<file path="src/rtl/rtc_bus_scheduler_pkg.sv">
// Shared definitions for the RTC bus scheduler and the init/write/read sequencers:
// state encoding, bus-select codes, sequence lengths and phase landmarks.
package rtc_pkg;

  typedef enum logic [2:0] {
    ST_IDLE,
    ST_G_INIT,
    ST_G_ESCR,
    ST_G_LEER,
    ST_GAP
  } state_t;

  localparam logic [1:0] SEL_NONE = 2'b00;
  localparam logic [1:0] SEL_INIT = 2'b01;
  localparam logic [1:0] SEL_ESCR = 2'b10;
  localparam logic [1:0] SEL_LEER = 2'b11;

  localparam int CYCLE_LEN = 43;
  localparam int N_INIT    = 2;
  localparam int N_WRITE   = 10;
  localparam int N_READ    = 11;

  // Phase landmarks decoded by the sequencers within each 43-cycle transaction
  localparam int FASE_ADDR   = 7;
  localparam int FASE_EN_ON  = 27;
  localparam int FASE_EN_OFF = 33;
  localparam int FASE_END    = 42;

  // Fixed priority: init > write > read
  function automatic state_t arbitrate(input logic [2:0] pend);
    if (pend[2])      return ST_G_INIT;
    else if (pend[1]) return ST_G_ESCR;
    else if (pend[0]) return ST_G_LEER;
    else              return ST_IDLE;
  endfunction

  // Grant vector ordered {init, escr, leer}
  function automatic logic [2:0] grant_vec(input state_t s);
    case (s)
      ST_G_INIT: return 3'b100;
      ST_G_ESCR: return 3'b010;
      ST_G_LEER: return 3'b001;
      default:   return 3'b000;
    endcase
  endfunction

  function automatic logic [1:0] sel_of(input state_t s);
    case (s)
      ST_G_INIT: return SEL_INIT;
      ST_G_ESCR: return SEL_ESCR;
      ST_G_LEER: return SEL_LEER;
      default:   return SEL_NONE;
    endcase
  endfunction

  function automatic logic [3:0] last_trans(input state_t s);
    case (s)
      ST_G_INIT: return 4'(N_INIT - 1);
      ST_G_ESCR: return 4'(N_WRITE - 1);
      ST_G_LEER: return 4'(N_READ - 1);
      default:   return 4'd0;
    endcase
  endfunction

endpackage

</file>
<file path="src/rtl/rtc_bus_scheduler_if.sv">
// Request/grant bundle between the top-level control logic, the scheduler
// and the sequencers that decode its phase and transaction counters.
interface rtc_bus_scheduler_if;
  logic       req_init;
  logic       req_escr;
  logic       req_leer;
  logic       auto_rd_en;
  logic       enable_init;
  logic       enable_escr;
  logic       enable_leer;
  logic [5:0] cont_fase;
  logic [3:0] cont_trans;
  logic [1:0] sel_bus;
  logic       done_init;
  logic       done_escr;
  logic       done_leer;
  logic       busy;

  modport master (
    output req_init, req_escr, req_leer, auto_rd_en,
    input  enable_init, enable_escr, enable_leer, cont_fase, cont_trans,
           sel_bus, done_init, done_escr, done_leer, busy
  );

  modport slave (
    input  req_init, req_escr, req_leer, auto_rd_en,
    output enable_init, enable_escr, enable_leer, cont_fase, cont_trans,
           sel_bus, done_init, done_escr, done_leer, busy
  );
endinterface

</file>
<file path="src/rtl/rtc_bus_scheduler_refresh_timer.sv">
// Free-running refresh timer: while enabled, pulses o_tick once every READ_PERIOD
// cycles to request a register-bank read; held at zero while disabled.
module rtc_refresh_timer #(
  parameter int READ_PERIOD = 1_000_000
) (
  input  logic clk,
  input  logic rst,
  input  logic i_en,
  output logic o_tick
);
  localparam int CNT_W = (READ_PERIOD > 2) ? $clog2(READ_PERIOD) : 1;
  localparam logic [CNT_W-1:0] LAST = CNT_W'(READ_PERIOD - 1);

  logic [CNT_W-1:0] r_cnt;

  assign o_tick = i_en && (r_cnt == LAST);

  // NOTE: sequential state uses non-blocking assignments so every register
  // samples pre-edge values, independent of block ordering.
  always_ff @(posedge clk or negedge rst) begin
    if (!rst) begin
      r_cnt <= '0;
    end else if (!i_en || o_tick) begin
      r_cnt <= '0;
    end else begin
      r_cnt <= r_cnt + 1'b1;
    end
  end
endmodule

</file>
<file path="src/rtl/rtc_bus_scheduler.sv">
// Arbitrates the single RTC bus between the init, write and read sequencers and
// generates the phase/transaction counters they decode. All outputs registered.
module rtc_bus_scheduler
  import rtc_pkg::*;
#(
  parameter int READ_PERIOD = 1_000_000
) (
  input logic                clk,
  input logic                rst,
  rtc_bus_scheduler_if.slave bus
);
  localparam logic [5:0] FASE_LAST = 6'(CYCLE_LEN - 1);

  state_t     r_state, w_state_nxt;
  logic [5:0] r_fase, w_fase_nxt;
  logic [3:0] r_trans, w_trans_nxt, w_last_trans;
  logic [2:0] r_pend, r_again, r_done, w_done_nxt;
  logic [2:0] w_set, w_granted, r_enable;
  logic [1:0] r_sel;
  logic       r_busy;
  logic       w_tick;

  rtc_refresh_timer #(.READ_PERIOD(READ_PERIOD)) u_timer (
    .clk    (clk),
    .rst    (rst),
    .i_en   (bus.auto_rd_en),
    .o_tick (w_tick)
  );

  // Vectors ordered {init, escr, leer}; a refresh tick counts as a read request
  assign w_set        = {bus.req_init, bus.req_escr, bus.req_leer | w_tick};
  assign w_granted    = grant_vec(r_state);
  assign w_last_trans = last_trans(r_state);

  // NOTE: every signal written here gets a default first, so no path leaves
  // one unassigned and no latch is inferred.
  always_comb begin
    w_state_nxt = r_state;
    w_fase_nxt  = '0;
    w_trans_nxt = '0;
    w_done_nxt  = '0;
    case (r_state)
      ST_G_INIT, ST_G_ESCR, ST_G_LEER: begin
        if (r_fase == FASE_LAST) begin
          if (r_trans == w_last_trans) w_state_nxt = ST_GAP;
          else                         w_trans_nxt = r_trans + 4'd1;
        end else begin
          w_fase_nxt  = r_fase + 6'd1;
          w_trans_nxt = r_trans;
          if (r_fase == FASE_LAST - 6'd1 && r_trans == w_last_trans)
            w_done_nxt = w_granted;
        end
      end
      // GAP arbitrates too, so a queued sequence starts two cycles after done
      default: w_state_nxt = arbitrate(r_pend);
    endcase
  end

  always_ff @(posedge clk or negedge rst) begin
    if (!rst) begin
      r_state  <= ST_IDLE;
      r_fase   <= '0;
      r_trans  <= '0;
      r_done   <= '0;
      r_enable <= '0;
      r_sel    <= SEL_NONE;
      r_busy   <= 1'b0;
      r_pend   <= '0;
      r_again  <= '0;
    end else begin
      r_state  <= w_state_nxt;
      r_fase   <= w_fase_nxt;
      r_trans  <= w_trans_nxt;
      r_done   <= w_done_nxt;
      r_enable <= grant_vec(w_state_nxt);
      r_sel    <= sel_of(w_state_nxt);
      r_busy   <= (w_state_nxt != ST_IDLE);
      // A request for the running sequence is remembered and re-arms it at done
      r_pend   <= (r_pend & ~r_done) | (r_again & r_done) | w_set;
      r_again  <= (r_again | (w_set & w_granted)) & ~r_done;
    end
  end

  assign {bus.enable_init, bus.enable_escr, bus.enable_leer} = r_enable;
  assign {bus.done_init, bus.done_escr, bus.done_leer}       = r_done;
  assign bus.cont_fase  = r_fase;
  assign bus.cont_trans = r_trans;
  assign bus.sel_bus    = r_sel;
  assign bus.busy       = r_busy;
endmodule

</file>
<file path="src/flat_wrapper.sv">
// flat-port wrapper written by rule: the top's interface ports become plain ports
module rtc_bus_scheduler_flat import rtc_pkg::*;
#(
  parameter int READ_PERIOD = 1_000_000
)
  (clk, rst, bus_req_init, bus_req_escr, bus_req_leer, bus_auto_rd_en, bus_enable_init, bus_enable_escr, bus_enable_leer, bus_cont_fase, bus_cont_trans, bus_sel_bus, bus_done_init, bus_done_escr, bus_done_leer, bus_busy);
  rtc_bus_scheduler_if bus_i ();
  input logic clk;
  input logic rst;
  input wire logic [$bits(bus_i.req_init)-1:0] bus_req_init;
  input wire logic [$bits(bus_i.req_escr)-1:0] bus_req_escr;
  input wire logic [$bits(bus_i.req_leer)-1:0] bus_req_leer;
  input wire logic [$bits(bus_i.auto_rd_en)-1:0] bus_auto_rd_en;
  output wire logic [$bits(bus_i.enable_init)-1:0] bus_enable_init;
  output wire logic [$bits(bus_i.enable_escr)-1:0] bus_enable_escr;
  output wire logic [$bits(bus_i.enable_leer)-1:0] bus_enable_leer;
  output wire logic [$bits(bus_i.cont_fase)-1:0] bus_cont_fase;
  output wire logic [$bits(bus_i.cont_trans)-1:0] bus_cont_trans;
  output wire logic [$bits(bus_i.sel_bus)-1:0] bus_sel_bus;
  output wire logic [$bits(bus_i.done_init)-1:0] bus_done_init;
  output wire logic [$bits(bus_i.done_escr)-1:0] bus_done_escr;
  output wire logic [$bits(bus_i.done_leer)-1:0] bus_done_leer;
  output wire logic [$bits(bus_i.busy)-1:0] bus_busy;
  assign bus_i.req_init = bus_req_init;
  assign bus_i.req_escr = bus_req_escr;
  assign bus_i.req_leer = bus_req_leer;
  assign bus_i.auto_rd_en = bus_auto_rd_en;
  assign bus_enable_init = bus_i.enable_init;
  assign bus_enable_escr = bus_i.enable_escr;
  assign bus_enable_leer = bus_i.enable_leer;
  assign bus_cont_fase = bus_i.cont_fase;
  assign bus_cont_trans = bus_i.cont_trans;
  assign bus_sel_bus = bus_i.sel_bus;
  assign bus_done_init = bus_i.done_init;
  assign bus_done_escr = bus_i.done_escr;
  assign bus_done_leer = bus_i.done_leer;
  assign bus_busy = bus_i.busy;
  rtc_bus_scheduler #(.READ_PERIOD(READ_PERIOD)) u_core (.clk(clk), .rst(rst), .bus(bus_i));
endmodule
</file>
<file path="config.mk">
export PLATFORM = sky130hd
export DESIGN_NAME = rtc_bus_scheduler_flat
export DESIGN_NICKNAME = d
export VERILOG_FILES = /design/src/rtl/rtc_bus_scheduler_pkg.sv /design/src/rtl/rtc_bus_scheduler_if.sv /design/src/rtl/rtc_bus_scheduler_refresh_timer.sv /design/src/rtl/rtc_bus_scheduler.sv /design/src/flat_wrapper.sv
export SDC_FILE = /design/constraint.sdc
export NUM_CORES = 1
export LEC_CHECK = 0
export ABC_CLOCK_PERIOD_IN_PS = 3200
export BUFFER_PORTS_ARGS = -buffer_cell sky130_fd_sc_hd__buf_4
export CAP_MARGIN = 5
export CORE_MARGIN = 4
export CORE_UTILIZATION = 35
export CTS_BUF_LIST = sky130_fd_sc_hd__clkbuf_16
export CTS_CLUSTER_SIZE = 10
export DETAILED_ROUTE_END_ITERATION = 16
export PLACE_DENSITY_LB_ADDON = 0.05
export RECOVER_POWER = 25
export REMOVE_ABC_BUFFERS = 1
export SETUP_SLACK_MARGIN = 0.05
export SYNTH_ARGS = -nofsm -noshare
export SYNTH_HDL_FRONTEND = slang
export SYNTH_SLANG_ARGS = --single-unit
export TNS_END_PERCENT = 30
</file>
<file path="constraint.sdc">
create_clock -name clk -period 3.2 [get_ports clk]
set_input_delay 0.32 -clock clk [delete_from_list [all_inputs] [get_ports clk]]
set_output_delay 0.32 -clock clk [all_outputs]
set_load 0.02 [all_outputs]
</file>
==> flow_summary.json, run 1 <==
{
  "syn_avg_cell_area_um2": 10.5,
  "vias": 1633,
  "area_growth_pct": 18.9,
  "ctsResizeCount": 0,
  "required_ns": 3.37,
  "cts-buffers-inserted": 5,
  "die_h_um": 89.7,
  "crit_chain": "nand2b_4, a32o_2, and4bb_4, o22ai_2, or3_1",
  "ant_nets": 0,
  "fin_nets": 261,
  "p_total_w": 0.00191,
  "dpl_worst_slack_ns": 1.31,
  "rsz0062_at_grt": "false",
  "yosys_warnings": 0,
  "antenna_found_initial": 0,
  "synth-edff-count": 0,
  "max_freq_mhz": 525,
  "p_leak_nw": 1.21,
  "core_um2": 6420,
  "design_area_um2": 2780,
  "ys.flop_type": "dfrtp_1",
  "p_per_area_nw_per_um2": 690,
  "ctsRootBufferMaster": "clkbuf_16",
  "initial_core_util": 0.364,
  "cpPeakStageDelay_ns": 0.54,
  "worst-path-max-fanout": 10,
  "drtPass1Iterations": 4,
  "dieArea_um2": 8040,
  "setup_viol": 0,
  "report.final.slew_viol_count": 0,
  "multi_input_area_um2": 1060,
  "pin_count": 25,
  "layout_setup_ws_ns": 1.29,
  "clk_pin_slew_ns": 0.07,
  "clock_sinks": 48,
  "dp_hpwl_mm": 3.30,
  "wl_mm": 4.75,
  "tightest_slew_ns": 0.648,
  "finalHoldViolations": 0,
  "global_route.usage.total": 0.130,
  "drv_cap": 0,
  "grt_pass1_wl_mm": 7.87,
  "outcome": "finished clean",
  "synth_seq_cells": 48,
  "fin_setup_tns_ns": 0,
  "fill_cells": 637,
  "drc": 0,
  "yosysSeqAreaShare": 0.514,
  "path_class": "flop to flop",
  "clock_latency_ns": 0.29,
  "critPathSlowestCell": "dfrtp_1",
  "grt_remaining_overflow": 0,
  "synth_cell_types": 49,
  "min_period_ns": 1.91,
  "via_per_inst": 4.98,
  "hp-class": "input pin to async pin",
  "cts.htree.levels": 2,
  "gp_congestion": 0.722,
  "critPathArrivalTime_ns": 2.08,
  "die_w_um": 89.7,
  "antenna_cells": 0,
  "drt-initial-drc-count": 73,
  "drive_above_1_share": 0.179,
  "row_count": 29,
  "grt_max_degree": 49,
  "timing.slew.headroom": 0.567,
  "synthCells": 223,
  "place_area_um2": 2580,
  "ir_drop_v": 0.000539,
  "seq_area_um2": 1200,
  "io_buffers": 24,
  "finalClockSkew_ns": 0.00547,
  "grt_pass1_vias": 1609,
  "post-cts-setup-buffer-count": 0,
  "crit_path_start_kind": "flop",
  "clockBufferDepth": 2,
  "hold_buffers": 0,
  "min_period_over_period": 0.596,
  "synth-async-reset-ratio": 1.00,
  "cts_tree": "done",
  "synth_area_um2": 2330,
  "wl_per_cell_um": 14.5,
  "end_kind": "flop"
}
[cells in the mapped netlist, types with 4 or more instances]
| cell type | count | share of area |
|---|---|---|
| nor3_1 | 6 | 0.013 |
| nand3_1 | 13 | 0.028 |
| a21oi_1 | 5 | 0.011 |
| nor2_1 | 38 | 0.061 |
| inv_1 | 9 | 0.014 |
| dfrtp_1 | 48 | 0.51 |
| xnor2_1 | 9 | 0.034 |
| xor2_1 | 15 | 0.056 |
| nand2_1 | 12 | 0.019 |
| ha_1 | 5 | 0.027 |
| o21ai_0 | 4 | 0.0086 |
| nor2b_1 | 4 | 0.011 |
| nand4_1 | 6 | 0.016 |
[kinds of logic (layout without fill, tap and decap cells)]
logic type / Yosys count / count (layout) / share of synthesized area
compound gates: 29 / 29 / 0.0986
xor+xnor: 24 / 24 / 0.0900
fa+ha+maj: 5 / 5 / 0.0268
buf+inv: 14 / 42 / 0.0305
flops: 48 / 48 / 0.514
simple gates: 103 / 103 / 0.240
[per-layer routing]
layer	part of all wire	up-vias	GRT usage
li1	-	834	-
met1	0.53	770	0.188
met2	0.41	22	0.181
met3	0.037	7	0.0292
met4	0.019	0	0.0609
met5	0	-	0
[critical path, delay by kind of cell (launching register included)]
family           cells  cell delay [ns]
AND/OR/NAND/NOR      3             0.91
flip-flops           1             0.54
AO/OA/AOI/OAI        2             0.33
[sequential cells by signal, indices dropped and copies added, names as in the netlist]
signal and count:
u_core.r_state 3, u_core.r_pend 3, u_core.bus.busy 1, u_core.bus.sel_bus 2, u_core.r_done 3, u_core.bus.cont_trans 4
u_core.r_enable 3, u_core.bus.cont_fase 6, u_core.u_timer.r_cnt 20, u_core.r_again 3
[worst paths after layout]
path / cells past startpoint / slack, ns / end / startpoint
worst max-delay path: 5 / 1.29 / u_core.bus.busy / u_core.r_state[2]
worst min-delay path: 1 / 0.03 / u_core.u_timer.r_cnt[19] / rst
worst max register to register: 5 / 1.29 / u_core.bus.busy / u_core.r_state[2]
worst min register to register: 1 / 0.47 / u_core.u_timer.r_cnt[0] / u_core.u_timer.r_cnt[0]
max in group asynchronous: 1 / 2.74 / u_core.bus.cont_fase[0] / rst
min in group clk: 2 / 0.23 / u_core.r_pend[2] / bus_req_init
[cells in the final DEF (no fill, tap or decap), drive strengths merged, types with 3 or more instances in the layout]
cell	n
dfrtp	48
and3	3
nor2b	4
o21ai	5
nand3	13
o22ai	4
inv	10
buf	25
a21oi	6
nor3	6
and4bb	3
xor2	15
ha	5
xnor2	9
nor2	38
nand4	6
nand2b	3
clkbuf	5
nand2	13
[power by group]
group	internal (W)	switching [W]
Combinational	0.000201	0.000251
Sequential	0.000684	0.0000916
Clock	0.000451	0.000236
Total	0.00134	0.000578
[cell type report]
type | count | area share
clock buffers | 5 | 0.0451
clock inverters | 3 | 0.0248
inverters | 9 | 0.0122
multi-input cells | 161 | 0.383
flip-flops and latches | 48 | 0.433
well taps | 77 | 0.0347
repair buffers | 25 | 0.0676
[through the flow]
step | util | hold slack [ns] | instances
6_report | 0.432 | 0.0340 | 328
5_1_grt | 0.432 | 0.102 | 328
4_1_cts | 0.432 | 0.0762 | 328
3_5_place_dp | 0.402 | 0.388 | 320
3_3_place_gp | 0.402 | 0.389 | 320
2_1_floorplan | - | 0.0244 | 218
No activity file was read; power rests on OpenSTA's default activity.
==> run 2, diff against run 1 <==
--- a/config.mk
+++ b/config.mk
@@ -5,7 +5,7 @@
 export SDC_FILE = /design/constraint.sdc
 export NUM_CORES = 1
 export LEC_CHECK = 0
-export ABC_CLOCK_PERIOD_IN_PS = 3200
+export ABC_CLOCK_PERIOD_IN_PS = 1700
 export BUFFER_PORTS_ARGS = -buffer_cell sky130_fd_sc_hd__buf_4
 export CAP_MARGIN = 5
 export CORE_MARGIN = 4
==> constraint.sdc (replaced) <==
create_clock -name clk -period 1.7 [get_ports clk]
set_input_delay 0.17 -clock clk [delete_from_list [all_inputs] [get_ports clk]]
set_output_delay 0.17 -clock clk [all_outputs]
set_load 0.02 [all_outputs]
==> run 2 against run 1 <==
  * Final cell count grew 13%
  * Global-route usage grew 0.87 points
  * The flow now finishes with violations (setup timing)
  * Routed wire length grew 6.4%
  * Via count grew 12%
==> flow_summary.json, run 2 (synthesis results as in run 1) <==
{
  "largest_register_ffs": 20,
  "antenna_found_initial": 0,
  "hp-class": "input pin to flop",
  "drive_above_1_share": 0.319,
  "min_period_over_period": 1.06,
  "min_period_ns": 1.80,
  "core_um2": 6420,
  "ant_nets": 0,
  "drv_cap": 0,
  "wl_per_cell_um": 13.6,
  "post-route-util": 0.490,
  "clk_pin_slew_ns": 0.07,
  "report.final.slew_viol_count": 0,
  "row_count": 29,
  "grt_pass1_wl_mm": 8.56,
  "drt-initial-drc-count": 63,
  "clockBufferDepth": 2,
  "global_route.usage.total": 0.138,
  "layout_setup_ws_ns": -0.0991,
  "die_h_um": 89.7,
  "drc": 0,
  "io_buffers": 24,
  "cts_tree": "done",
  "required_ns": 1.87,
  "drtPass1Iterations": 4,
  "cts.htree.levels": 2,
  "finalHoldViolations": 0,
  "p_per_area_nw_per_um2": 1160,
  "initial_core_util": 0.364,
  "crit_path_start_kind": "flop",
  "cts-buffers-inserted": 5,
  "grt_remaining_overflow": 0,
  "rsz0062_at_grt": "true",
  "via_per_inst": 4.91,
  "clock_sinks": 48,
  "p_leak_nw": 1.42,
  "fin_cells": 372,
  "grt_max_degree": 49,
  "path_class": "flop to flop",
  "wl_mm": 5.05,
  "violations": "setup timing",
  "fin_nets": 305,
  "grt_pass1_vias": 1838,
  "tightest_slew_ns": 1.22,
  "placed_cells": 360,
  "final_cell_mix": "buf_4 (62), dfrtp_1 (46), nor2_1 (37)",
  "die_w_um": 89.7,
  "top_register": "u_core.u_timer.r_cnt",
  "worst-path-max-fanout": 6,
  "max_freq_mhz": 556,
  "dp_hpwl_mm": 3.67,
  "dieArea_um2": 8040,
  "outcome": "finished, violations left",
  "clock_latency_ns": 0.28,
  "layout_commonest_cell": "buf_4",
  "vias": 1828,
  "end_kind": "flop",
  "critPathArrivalTime_ns": 1.97,
  "setup_viol": 3,
  "p_total_w": 0.00364,
  "pin_count": 25,
  "gp_congestion": 0.753,
  "timing.slew.headroom": 0.190,
  "finalClockSkew_ns": 0.00424,
  "antenna_cells": 0,
  "area_growth_pct": 34.7,
  "ctsRootBufferMaster": "clkbuf_16",
  "ir_drop_v": 0.000729
}
==> run 2: cell count changes in the layout (fill, tap and decap cells not counted), sizes merged <==
cell and change:
buf +38, dlygate4sd3 +1, inv -1, bufinv -1, clkinvlp +1, clkinv +1
clkbuf +5
==> run 2: worst paths after layout <==
check	start	to	slack, ns	cells after the start
min reg2reg	u_core.r_done[0]	u_core.r_again[0]	0.48	1
max	u_core.bus.cont_trans[1]	u_core.bus.cont_trans[3]	-0.1	6
max in group asynchronous	rst	u_core.r_state[0]	0.20	2
max reg2reg	u_core.bus.cont_trans[1]	u_core.bus.cont_trans[3]	-0.1	6
min	bus_req_init	u_core.r_pend[2]	0.09	2
min in group asynchronous	rst	u_core.u_timer.r_cnt[19]	0.68	2
==> run 2: timing repair <==
item	in CTS	in global routing
gates resized for setup	4	12
hold buffers	1	0
setup endpoints to repair	11	26
hold endpoints to repair	48	0
pin swaps	7	11
setup buffers	1	3
==> run 2: stage by stage <==
step / worst slack (ns) / instance area, um^2 / setup TNS [ns] / hold slack (ns)
floorplan: -0.588 / 2300 / -11.94 / -0.126
global placement: -0.0845 / 2880 / -0.233 / 0.239
detailed placement: -0.106 / 2880 / -0.254 / 0.235
CTS: -0.0584 / 3080 / -0.137 / 0.0779
global route: -0.155 / 3140 / -1.08 / 0.0821
finish: -0.0991 / 3140 / -0.225 / 0.0907
==> run 2: layout make-up <==
cell class,count,area (um^2)
timing repair buffer,69,507
sequential,48,1200
clock inverter,3,42.5
multi-input combinational,161,1140
inverter,9,33.8
fill,616,3280
clock buffer,5,125
tap,77,96.3
==> run 2: report_power, final <==
group	leakage, nW	internal, W	switching (W)
clock	0.0798	0.000691	0.000416
sequential	0.602	0.00129	0.0000958
combinational	0.743	0.000549	0.000599
total	1.42	0.00253	0.00111
==> run 2: per-layer routing <==
layer	GRT usage	routed length, um	up-vias
met2	0.209	2330	21
li1	-	-	920
met3	0.0283	184	2
met5	0	0	-
met1	0.198	2510	885
met4	0.0447	29	0
==> run 2: worst max-delay path: stages, from the launching register on <==
cell and delay (ns):
dfrtp_1 0.39, or4b_1 0.52, a21oi_2 0.19, a2111oi_4 0.07
buf_4 0.18, a22o_1 0.17, a22o_1 0.17
==> run 3, diff against run 2 <==
--- a/config.mk
+++ b/config.mk
@@ -10,7 +10,7 @@
 export CAP_MARGIN = 5
 export CORE_MARGIN = 4
 export CORE_UTILIZATION = 35
-export CTS_BUF_LIST = sky130_fd_sc_hd__clkbuf_16
+export CTS_BUF_LIST = sky130_fd_sc_hd__clkbuf_8
 export CTS_CLUSTER_SIZE = 10
 export DETAILED_ROUTE_END_ITERATION = 16
 export PLACE_DENSITY_LB_ADDON = 0.05
==> run 3 against run 2 <==
  * The run still ends with setup timing left
  * Non-clock buffer count up 1
  * Clock power down 25%
  * Core utilization down 0.21 points
  * Routed wire length about the same
  * Via count unchanged
  * Flip-flop and latch count unchanged
  * Critical endpoint unchanged
  * Cell area down 0.44%
  * Combinational power up 4%
  * Register-to-register slack about the same
  * Critical path depth unchanged
  * Highest routed layer unchanged
  * Fmax down 0.19%
==> flow_summary.json, run 3 (synthesis results as in run 1) <==
{
  "drv_cap": 0,
  "initial_core_util": 0.364,
  "path_class": "flop to flop",
  "pin_count": 25,
  "layout_commonest_cell": "buf_4",
  "vias": 1828,
  "finalHoldViolations": 0,
  "fin_cells": 373,
  "row_count": 29,
  "antenna_found_initial": 0,
  "p_leak_nw": 1.43,
  "dieArea_um2": 8040,
  "core_um2": 6420,
  "report.final.slew_viol_count": 0,
  "timing.slew.headroom": 0.190,
  "cts-buffers-inserted": 5,
  "worst-path-max-fanout": 6,
  "crit_chain": "or4b_4, a21oi_2, a2111oi_4, buf_4, a22o_1, a22o_1",
  "hp-class": "input pin to flop",
  "placed_cells": 360,
  "antenna_cells": 0,
  "ctsRootBufferMaster": "clkbuf_8",
  "dp_hpwl_mm": 3.67,
  "drtPass1Iterations": 4,
  "grt_max_degree": 49,
  "max_freq_mhz": 555,
  "final_cell_mix": "buf_4 (65), dfrtp_1 (47), nor2_1 (37)",
  "cts.htree.levels": 2,
  "wl_per_cell_um": 13.5,
  "wl_mm": 5.05,
  "p_per_area_nw_per_um2": 1090,
  "clock_latency_ns": 0.30,
  "min_period_ns": 1.80,
  "cpMostUsedCell": "a22o_1",
  "min_period_over_period": 1.06,
  "violations": "setup timing",
  "tightest_slew_ns": 1.22,
  "drt-initial-drc-count": 58,
  "drc": 0,
  "finalClockSkew_ns": 0.00507,
  "area_growth_pct": 34.1,
  "setup_viol": 4,
  "die_h_um": 89.7,
  "cpLargestDelayFamily": "compound AO/OA/AOI/OAI gates",
  "grt_pass1_wl_mm": 8.62,
  "required_ns": 1.90,
  "clk_pin_slew_ns": 0.09,
  "ir_drop_v": 0.000724,
  "fin_nets": 306,
  "cts_tree": "done",
  "cpPeakStageDelay_ns": 0.52,
  "grt_pass1_vias": 1836,
  "clock_sinks": 48,
  "top_register": "u_core.u_timer.r_cnt",
  "clockBufferDepth": 2,
  "via_per_inst": 4.90,
  "fin_hold_ws_ns": 0.0657,
  "drive_above_1_share": 0.341,
  "crit_path_start_kind": "flop",
  "io_buffers": 24,
  "layout_setup_ws_ns": -0.103,
  "global_route.usage.total": 0.140,
  "rsz0062_at_grt": "true",
  "die_w_um": 89.7,
  "gp_congestion": 0.753,
  "end_kind": "flop",
  "crit_buf_inv": 1,
  "grt_remaining_overflow": 0,
  "critPathArrivalTime_ns": 2.00,
  "outcome": "finished, violations left",
  "critPathSlowestCell": "or4b_4",
  "largest_register_ffs": 20,
  "r2r_slack_ns": -0.10,
  "ant_nets": 0
}
==> run 3: changes by cell type in the layout (fill, tap and decap cells not counted), moves of 2 or more <==
cell	delta
clkbuf_16	-5
clkbuf_8	+5
clkbuf_1	-4
buf_4	+3
buf_6	+2
==> run 3: final timing paths <==
kind / from / endpoint / cells past startpoint
min in group asynchronous: rst / u_core.u_timer.r_cnt[18] / 2
worst min register to register: u_core.r_done[0] / u_core.r_again[0] / 1
worst max-delay path: u_core.bus.cont_trans[1] / u_core.bus.cont_trans[3] / 6
worst min-delay path: bus_req_init / u_core.r_pend[2] / 2
max in group asynchronous: rst / u_core.r_state[1] / 2
worst max register to register: u_core.bus.cont_trans[1] / u_core.bus.cont_trans[3] / 6
==> run 3: metal layers <==
metal / track usage / wire length (um)
met1: 0.198 / 2470
met2: 0.213 / 2320
met3: 0.0365 / 197
met4: 0.0365 / 73
met5: 0 / 0
==> run 3: repair_timing <==
item                                   CTS  global route
endpoints found under the hold margin   48             0
pin swaps                                9             8
resized for setup                        4            17
hold buffers                             1             0
setup buffers                            1             4
setup endpoints to repair               11            26
==> run 3: power by group <==
part	switching, W	internal [W]
sequential	0.0000961	0.00129
combinational	0.000602	0.000598
clock	0.000392	0.000435
total	0.00109	0.00232
==> run 3: cell type report <==
class	instances	area, um^2
clock buffers	5	68.8
clock inverters	3	42.5
fillers	618	3290
inverters	9	33.8
multi-input cells	161	1150
flip-flops and latches	48	1200
well taps	77	96.3
repair buffers	70	537
==> run 3: stage by stage <==
step / utilization / setup WS [ns] / area (um^2) / TNS (ns) / power, W
3_5_place_dp: 0.449 / -0.106 / 2880 / -0.254 / 0.00253
4_1_cts: 0.471 / -0.0659 / 3020 / -0.163 / 0.00340
3_3_place_gp: 0.449 / -0.0845 / 2880 / -0.233 / 0.00253
5_1_grt: 0.487 / -0.154 / 3130 / -0.925 / 0.00364
2_1_floorplan: - / -0.588 / 2300 / -11.94 / 0.00201
6_report: 0.487 / -0.103 / 3130 / -0.219 / 0.00341
